## config.mk

```make
export PLATFORM = sky130hd
export DESIGN_NAME = dut_emulator
export DESIGN_NICKNAME = d
export VERILOG_FILES = /design/src/rtl/dut_emulator_pkg.sv /design/src/rtl/dut_emulator_cmd_fifo.sv /design/src/rtl/dut_emulator.sv
export SDC_FILE = /design/constraint.sdc
export NUM_CORES = 1
export LEC_CHECK = 0
export ABC_AREA = 1
export CORE_MARGIN = 2
export CORE_UTILIZATION = 40
export DETAILED_ROUTE_END_ITERATION = 7
export PLACE_DENSITY_LB_ADDON = 0.12
export RECOVER_POWER = 50
export SKIP_CTS_REPAIR_TIMING = 1
export SLEW_MARGIN = 5
export SYNTH_ARGS = -nofsm -noshare
export SYNTH_HDL_FRONTEND = slang
export SYNTH_SLANG_ARGS = --single-unit
```

## constraint.sdc

```tcl
create_clock -name clk -period 4 [get_ports clk]
set_input_delay 0.6 -clock clk [delete_from_list [all_inputs] [get_ports clk]]
set_output_delay 0.6 -clock clk [all_outputs]
set_load 0.01 [all_outputs]
```

## src/rtl/dut_emulator_pkg.sv

```systemverilog
// rtl/dut_emulator_pkg.sv - shared constants for the emulated DUT and its tester
package dut_emulator_pkg;

  localparam int CMD_W = 16;

  // FSM encoding kept as plain vectors so older tooling can read the state bus
  localparam logic [1:0] ST_IDLE = 2'd0;
  localparam logic [1:0] ST_WAIT = 2'd1;
  localparam logic [1:0] ST_RESP = 2'd2;

  localparam logic [CMD_W-1:0] RESP_INV_MASK = 16'hFFFF;
  localparam logic [CMD_W-1:0] ERR_INJ_MASK  = 16'h0001;

  // tester pattern words
  localparam logic [CMD_W-1:0] PAT_ALT_A  = 16'hAAAA;
  localparam logic [CMD_W-1:0] PAT_ALT_5  = 16'h5555;
  localparam logic [CMD_W-1:0] PAT_ZEROS  = 16'h0000;
  localparam logic [CMD_W-1:0] PAT_ONES   = 16'hFFFF;

  function automatic logic [CMD_W-1:0] make_resp(input logic [CMD_W-1:0] cmd,
                                                 input logic err);
    logic [CMD_W-1:0] r;
    r = cmd ^ RESP_INV_MASK;
    if (err) r = r ^ ERR_INJ_MASK;
    return r;
  endfunction

endpackage

```

## src/rtl/dut_emulator_cmd_fifo.sv

```systemverilog
// rtl/dut_emulator_cmd_fifo.sv - pending-command queue with registered full/empty
module cmd_fifo #(
  parameter int WIDTH = 16,
  parameter int DEPTH = 4
) (
  input  logic             clk,
  input  logic             rst_n,
  input  logic             flush,
  input  logic             wr_en,
  input  logic [WIDTH-1:0] wr_data,
  input  logic             rd_en,
  output logic [WIDTH-1:0] rd_data,
  output logic             full,
  output logic             empty
);

  localparam int AW = $clog2(DEPTH);

  logic [WIDTH-1:0] mem [DEPTH];
  logic [AW:0]      wr_ptr, rd_ptr;
  logic [AW:0]      wr_ptr_nxt, rd_ptr_nxt;
  logic             do_wr, do_rd;

  assign do_wr = wr_en && !full;
  assign do_rd = rd_en && !empty;

  always_comb begin
    wr_ptr_nxt = wr_ptr + {{AW{1'b0}}, do_wr};
    rd_ptr_nxt = rd_ptr + {{AW{1'b0}}, do_rd};
    if (flush) begin
      wr_ptr_nxt = '0;
      rd_ptr_nxt = '0;
    end
  end

  // flags are computed from the next pointers so they are exact in the cycle after the edge
  always_ff @(posedge clk or negedge rst_n) begin
    if (!rst_n) begin
      wr_ptr <= '0;
      rd_ptr <= '0;
      full   <= 1'b0;
      empty  <= 1'b1;
    end else begin
      wr_ptr <= wr_ptr_nxt;
      rd_ptr <= rd_ptr_nxt;
      empty  <= (wr_ptr_nxt == rd_ptr_nxt);
      full   <= (wr_ptr_nxt[AW] != rd_ptr_nxt[AW]) &&
                (wr_ptr_nxt[AW-1:0] == rd_ptr_nxt[AW-1:0]);
    end
  end

  always_ff @(posedge clk) begin
    if (do_wr && !flush) mem[wr_ptr[AW-1:0]] <= wr_data;
  end

  assign rd_data = mem[rd_ptr[AW-1:0]];

endmodule

```

## src/rtl/dut_emulator.sv

```systemverilog
// rtl/dut_emulator.sv - emulated DUT answering tester commands after a fixed latency
module dut_emulator
  import dut_emulator_pkg::*;
#(
  parameter int LATENCY    = 4,
  parameter int FIFO_DEPTH = 4
) (
  input  logic             clk,
  input  logic             rst_n,
  input  logic             power_en,
  input  logic [CMD_W-1:0] dac_cmd,
  input  logic             cmd_valid,
  output logic             cmd_ready,
  input  logic             inject_err,
  output logic [CMD_W-1:0] adc_data,
  output logic             adc_ready,
  output logic [15:0]      resp_count,
  output logic             overflow
);

  localparam logic [7:0] CNT_LOAD = 8'(LATENCY - 1);

  logic [1:0]       state;
  logic [7:0]       countdown;
  logic [CMD_W-1:0] cmd_q;
  logic             err_q;
  logic             pwr_q;
  logic             fifo_full, fifo_empty;
  logic [CMD_W-1:0] fifo_rd_data;
  logic             push, pop;

  // both terms are registered: low in the cycle after the queue fills or power drops
  assign cmd_ready = pwr_q && !fifo_full;
  assign push      = power_en && cmd_valid && cmd_ready;

  always_comb begin
    pop = 1'b0;
    if (power_en && !fifo_empty && (state == ST_IDLE || state == ST_RESP)) pop = 1'b1;
  end

  cmd_fifo #(
    .WIDTH (CMD_W),
    .DEPTH (FIFO_DEPTH)
  ) u_cmd_fifo (
    .clk     (clk),
    .rst_n   (rst_n),
    .flush   (!power_en),
    .wr_en   (push),
    .wr_data (dac_cmd),
    .rd_en   (pop),
    .rd_data (fifo_rd_data),
    .full    (fifo_full),
    .empty   (fifo_empty)
  );

  always_ff @(posedge clk or negedge rst_n) begin
    if (!rst_n) begin
      pwr_q    <= 1'b0;
      overflow <= 1'b0;
    end else begin
      pwr_q <= power_en;
      if (power_en && cmd_valid && !cmd_ready) overflow <= 1'b1;
    end
  end

  always_ff @(posedge clk or negedge rst_n) begin
    if (!rst_n) begin
      state      <= ST_IDLE;
      countdown  <= 8'd0;
      cmd_q      <= '0;
      err_q      <= 1'b0;
      adc_data   <= '0;
      adc_ready  <= 1'b0;
      resp_count <= 16'd0;
    end else if (!power_en) begin
      // power loss drops the in-flight command silently; counters survive
      state     <= ST_IDLE;
      countdown <= 8'd0;
      adc_data  <= '0;
      adc_ready <= 1'b0;
    end else begin
      case (state)
        ST_IDLE: begin
          adc_ready <= 1'b0;
          if (pop) begin
            cmd_q     <= fifo_rd_data;
            err_q     <= inject_err;
            countdown <= CNT_LOAD;
            state     <= ST_WAIT;
          end
        end
        ST_WAIT: begin
          if (countdown == 8'd0) begin
            state     <= ST_RESP;
            adc_ready <= 1'b1;
            adc_data  <= make_resp(cmd_q, err_q);
            if (resp_count != 16'hFFFF) resp_count <= resp_count + 16'd1;
          end else begin
            countdown <= countdown - 8'd1;
          end
        end
        ST_RESP: begin
          adc_ready <= 1'b0;
          if (pop) begin
            cmd_q     <= fifo_rd_data;
            err_q     <= inject_err;
            countdown <= CNT_LOAD;
            state     <= ST_WAIT;
          end else begin
            state <= ST_IDLE;
          end
        end
        default: begin
          state     <= ST_IDLE;
          adc_ready <= 1'b0;
        end
      endcase
    end
  end

endmodule

```

### Word-level counts from Yosys, hierarchy flattened

Memories as Yosys holds them, arrays and structs flattened. A register that Yosys moved wholly into a read port is not among the register bits.
Index checks and enable logic that the tools add are counted.

* memories kept: 1
* flip-flop bits (word level): 54
* RAM bits: 64
* output and inout port bits: 35
* input port bits: 21

Memories
* u_cmd_fifo.mem: words 4, width 16, read ports 1, clocked after memory_dff 1, wr ports 1, line dut_emulator_cmd_fifo.sv:19 `logic [WIDTH-1:0] mem [DEPTH];`

* equal/unequal tests: 13
* bitwise logic cells: 2
* add/subtract/negate cells: 4
* multiplexer cells: 21
* reductions and logical operators: 23

Operator list (number)
* $mux 16: 3
* $mux 8: 3
* $add 16x1->16 const B: 1
* $ne 16x16->1 const B: 1
* $not 16->16: 1
* $pmux 8 s2: 1
* $logic_and 1x1->1: 10
* $ne 3x2->1 const B: 3
* $logic_not 8->1: 1
* $mux 1: 8
* $sub 8x1->8 const B: 1
* $add 3x1->3: 2
* $mux 2: 3
* $mux 3: 2
* $ne 3x3->1 const B: 2
* $pmux 2 s3: 1
* $reduce_and 3->1: 2
* $logic_not 1->1: 4
* $ne 2x1->1 const B: 2
* $reduce_and 2->1: 2
* $reduce_and 4->1: 1
* $eq 3x3->1: 1
* $eq 2x1->1 const B: 1
* $eq 2x2->1: 1
* 6 further kinds: 6

### Depth between registers and ports, before layout

* word-level depth: 9
* depth in mapped cells: 13

### By module

From an unflattened synthesis, not the netlist that was laid out.

* cells, all modules: 595
* area total of the unflattened synthesis: 5794.3 µm²

Modules (own cells, without submodules)
* dut_emulator: seq. area each 1551.5 µm², cells each 377, instances 1, area an instance 2975.4 µm²
* cmd_fifo: seq. area each 2123.3 µm², cells each 218, instances 1, area an instance 2819.0 µm²

### Worst setup path before layout

No wires, ideal clock.

* kind: input-to-reg
* from: in power_en
* to: mem u_cmd_fifo.mem[0][0] (enable)
* cell stages on the path: 6
* arrival: 2.305 ns
* required time: 3.591 ns
* buffers on the path: 2
* path slack: 1.285 ns
* cells stage by stage: buf_4 -> buf_2 -> nand2_1 -> inv_1 -> nand2_1 -> nor3_1

* cells in the longest elaborated chain, start to end: 6

RTL lines
* start: declaration: line dut_emulator.sv:10 `input logic power_en,`
* $logic_and 1x1->1 (2 in a row): line dut_emulator.sv:34 `assign push = power_en && cmd_valid && cmd_ready;`
* $logic_and 1x1->1: line dut_emulator_cmd_fifo.sv:24 `assign do_wr = wr_en && !full;`
* $logic_and 1x1->1 (*): line dut_emulator_cmd_fifo.sv:53 `if (do_wr && !flush) mem[wr_ptr[AW-1:0]] <= wr_data;`
* $mux 1 (*): line dut_emulator_cmd_fifo.sv:53
* $mux 1 (implied by the code) (*): line dut_emulator_cmd_fifo.sv:53
* end: declaration: line dut_emulator_cmd_fifo.sv:19

Every way passes the cells marked *; elsewhere a longest branch is shown, timed or not.

### Final worst setup path

* from: in power_en
* to: reg u_cmd_fifo.empty

* cells in the longest elaborated chain, start to end: 7

RTL lines
* $logic_and 1x1->1 (2 in a row): line dut_emulator.sv:38 `if (power_en && !fifo_empty && (state == ST_IDLE || state == ST_RESP)) pop = 1'b1;`
* $mux 1: line dut_emulator.sv:38
* $logic_and 1x1->1: line dut_emulator_cmd_fifo.sv:25 `assign do_rd = rd_en && !empty;`
* $add 3x1->3: line dut_emulator_cmd_fifo.sv:29 `rd_ptr_nxt = rd_ptr + {{AW{1'b0}}, do_rd};`
* $mux 3 (*): line dut_emulator_cmd_fifo.sv:30 `if (flush) begin`
* net u_cmd_fifo.rd_ptr_nxt[2]: line dut_emulator_cmd_fifo.sv:21 `logic [AW:0] wr_ptr_nxt, rd_ptr_nxt;`
* $eq 3x3->1 (*): line dut_emulator_cmd_fifo.sv:46 `empty <= (wr_ptr_nxt == rd_ptr_nxt);`
* end signal: assignment: line dut_emulator_cmd_fifo.sv:46
* end: declaration: line dut_emulator_cmd_fifo.sv:14 `output logic empty`

The timed path passes the listed nets; every way through them passes the cells marked *.
A chain may end at the register's enable or synchronous reset.

==> qor.csv <==
stage,metric,value,unit
timing,final-hold-violation-count,0,
timing,grt_setup_unrepaired,no,
die,dieArea,15600,um^2
timing,max_freq,341,MHz
cts,cts.clk_slew.worst_paths,60,ps
timing,final.min_clock_period,2940,ps
die,die_h,125,um
setup_path,cp.arrival,3270,ps
routing,wl_per_cell,14.0,um
global_route,grt_start_max_net_pins,34,
placement,dp_hpwl,7880,um
setup_path,crit_required,4330,ps
global_route,grt.overflow.total,0,
pwr,p_leak,0.00299,uW
die,rows,44,
yosys,synth.cells.most_frequent,"nand2_1 (151), nor2_1 (75), dfrtp_1 (69)",
cts,htree_levels,4,
yosys,ys_seq_elements,134,
timing,slew_headroom,-12.8,%
yosys,synthFlopType,dfrtp_1,
yosys,post-synth-top-area-cell,edfxtp_1,
routing,drtAntennaViolNets,0,
die,start_util,40.6,%
cells_and_area,fillers,1339,
timing,holdWs,458,ps
cts,cts_root_buffer,clkbuf_16,
run_status,status,finished with violations,
yosys,synth_area_leaders,"edfxtp_1 (33%), dfrtp_1 (29%), nand2_1 (9.7%)",
die,io_pins,56,
yosys,avgSynthCellArea,9.80,um^2
run_status,violations,"max-capacitance violations, max-slew violations",
cells_and_area,postLayoutCoreUtil,49.4,%
cts,insertion_delay,410,ps
routing,viasPerCell,4.87,
die,core_area,14400,um^2
die,fp.dieW,125,um
cells_and_area,nets,689,
global_route,grt_use_total,16.5,%
yosys,synth.most_common_cell,nand2_1,
yosys,syn_inst,597,
cts,cts_tree,yes,
yosys,synth_edf_count,64,
setup_path,worst-setup-path-type,primary input to register,
cells_and_area,diodes,0,
setup_path,cp-start-kind,primary input,
pwr,cellPowerDensity,507,nW/um^2
placement,portBuffers,55,
timing,worst_pin_slew,1690,ps
routing,drc,0,
worst_hold_path,hp-class,register to register,
global_route,grt_pass1_vias,4041,
cells_and_area,fin_cells,858,
yosys,syn-cell-area,5850,um^2
yosys,yosysWarnings,0,
cells_and_area,drive_above_1_share,8.16,%
timing,finalSetupViolCount,0,
yosys,seq_area_frac_synth,62.8,%
yosys,synth.top_cell.area_share,32.8,%
global_route,grt_antenna_before_repair,0,
yosys,async_flop_share,52.2,%
yosys,synth.net_count,625,
cts,cts.path.max_buffers,2,
cells_and_area,syn2layout_area_growth,21.8,%
placement,gp_congestion,0.768,
routing,drtIter0Drc,296,
cts,numCtsBuffers,17,
routing,via_count,4176,
yosys,ys_types,31,
timing,slew_viol_final,32,
routing,wirelength,12000,um
timing,skew,12.1,ps
routing,first_pass_iters,4,
timing,period_share,73.4,%
placement,placed_cells,826,
timing,fin_setup_tns,0,ps
setup_path,critPathMaxFanout,29,
pwr,ir_worst_vdd,0.311,mV
cts,cts_sinks,134,
global_route,grt_pass1_wl,20400,um
job,maxCapViolCount,1,
setup_path,end_kind,register,
critical path, stage by stage:
cell and delay, ps:
dlygate4sd3_1 520, buf_4 300, inv_2 120, nor3_2 120, clkbuf_1 640, ha_1 280
ha_1 150, xnor2_1 150, nor2_1 100, nand2_1 80, nand2_1 60, nor2_1 120
path summary, 6_finish.rpt:
path                          start                to  slack (ps)  cells past startpoint
max reg2reg                state[0]  u_cmd_fifo.empty        1710                      9
max                        power_en  u_cmd_fifo.empty        1060                     12
min in group asynchronous     rst_n      countdown[5]         620                      1
min                        cmd_q[8]       adc_data[8]         460                      1
max in group asynchronous     rst_n       adc_data[9]        1340                      2
min reg2reg                cmd_q[8]       adc_data[8]         460                      1
where the power goes:
group	leakage (uW)	internal (uW)	switching, uW
Sequential	0.00151	1580	90.3
Clock	0.000259	906	551
Combinational	0.00122	183	299
per-stage QoR:
stage,cell area [um^2],power [uW],setup WS (ps)
3_3_place_gp,6620,2200,1280
3_5_place_dp,6620,2210,1210
5_1_grt,7130,3800,783
2_1_floorplan,5850,2020,1290
4_1_cts,7170,3680,1630
6_report,7130,3610,1060
state kept, by name, summed over array words and instances, names as in the netlist:
signal,cells
pwr_q,1
adc_ready,1
state,2
err_q,1
countdown,8
cmd_q,16
u_cmd_fifo.wr_ptr,3
u_cmd_fifo.mem,64
u_cmd_fifo.full,1
resp_count,16
overflow,1
adc_data,16
u_cmd_fifo.rd_ptr,3
u_cmd_fifo.empty,1
final cells by class:
cell class | instances | area (um^2) | share of cell area, %
tap | 184 | 230 | 3.23
multi-input combinational | 401 | 1910 | 26.8
clock buffer | 21 | 440 | 6.18
sequential | 134 | 3670 | 51.6
inverter | 43 | 163 | 2.28
clock inverter | 11 | 109 | 1.53
timing repair buffer | 64 | 601 | 8.43
routing by layer:
metal / vias up / GRT usage (%) / wire, um
li1: 2115 / - / -
met3: 10 / 4.24 / 364
met4: 0 / 5.16 / 128
met2: 70 / 26.6 / 5830
met1: 1981 / 22.0 / 5680
met5: - / 0 / 0
cells in the final DEF, fill, tap and decap left out, drive strengths merged, types with 2 or more instances in the layout:
cell | Yosys | layout
nand4 | 9 | 9
bufinv | 0 | 2
o21bai | 2 | 2
clkdlybuf4s50 | 0 | 37
ha | 7 | 7
dlygate4sd3 | 0 | 17
a21oi | 5 | 5
inv | 43 | 42
xnor2 | 4 | 4
xor2 | 6 | 6
dfrtp | 69 | 69
clkbuf | 9 | 25
nand2 | 160 | 160
edfxtp | 64 | 64
nor3 | 6 | 6
clkinvlp | 0 | 4
nand3 | 40 | 40
o21ai | 77 | 77
buf | 10 | 6
nor2 | 83 | 83
clkinv | 0 | 6
kinds of logic (layout without fill, tap and decap cells):
| family | count (synthesis) | after routing | share of synthesized area, % |
|---|---|---|---|
| XOR/XNOR | 10 | 10 | 1.50 |
| AO/OA/AOI/OAI | 85 | 85 | 7.40 |
| adder cells (fa/ha/maj) | 7 | 7 | 1.50 |
| flip-flops | 134 | 134 | 62.8 |
| AND/OR/NAND/NOR | 299 | 299 | 22.3 |
| buffers and inverters | 62 | 139 | 4.49 |
No activity file was read; power rests on OpenSTA's default activity.
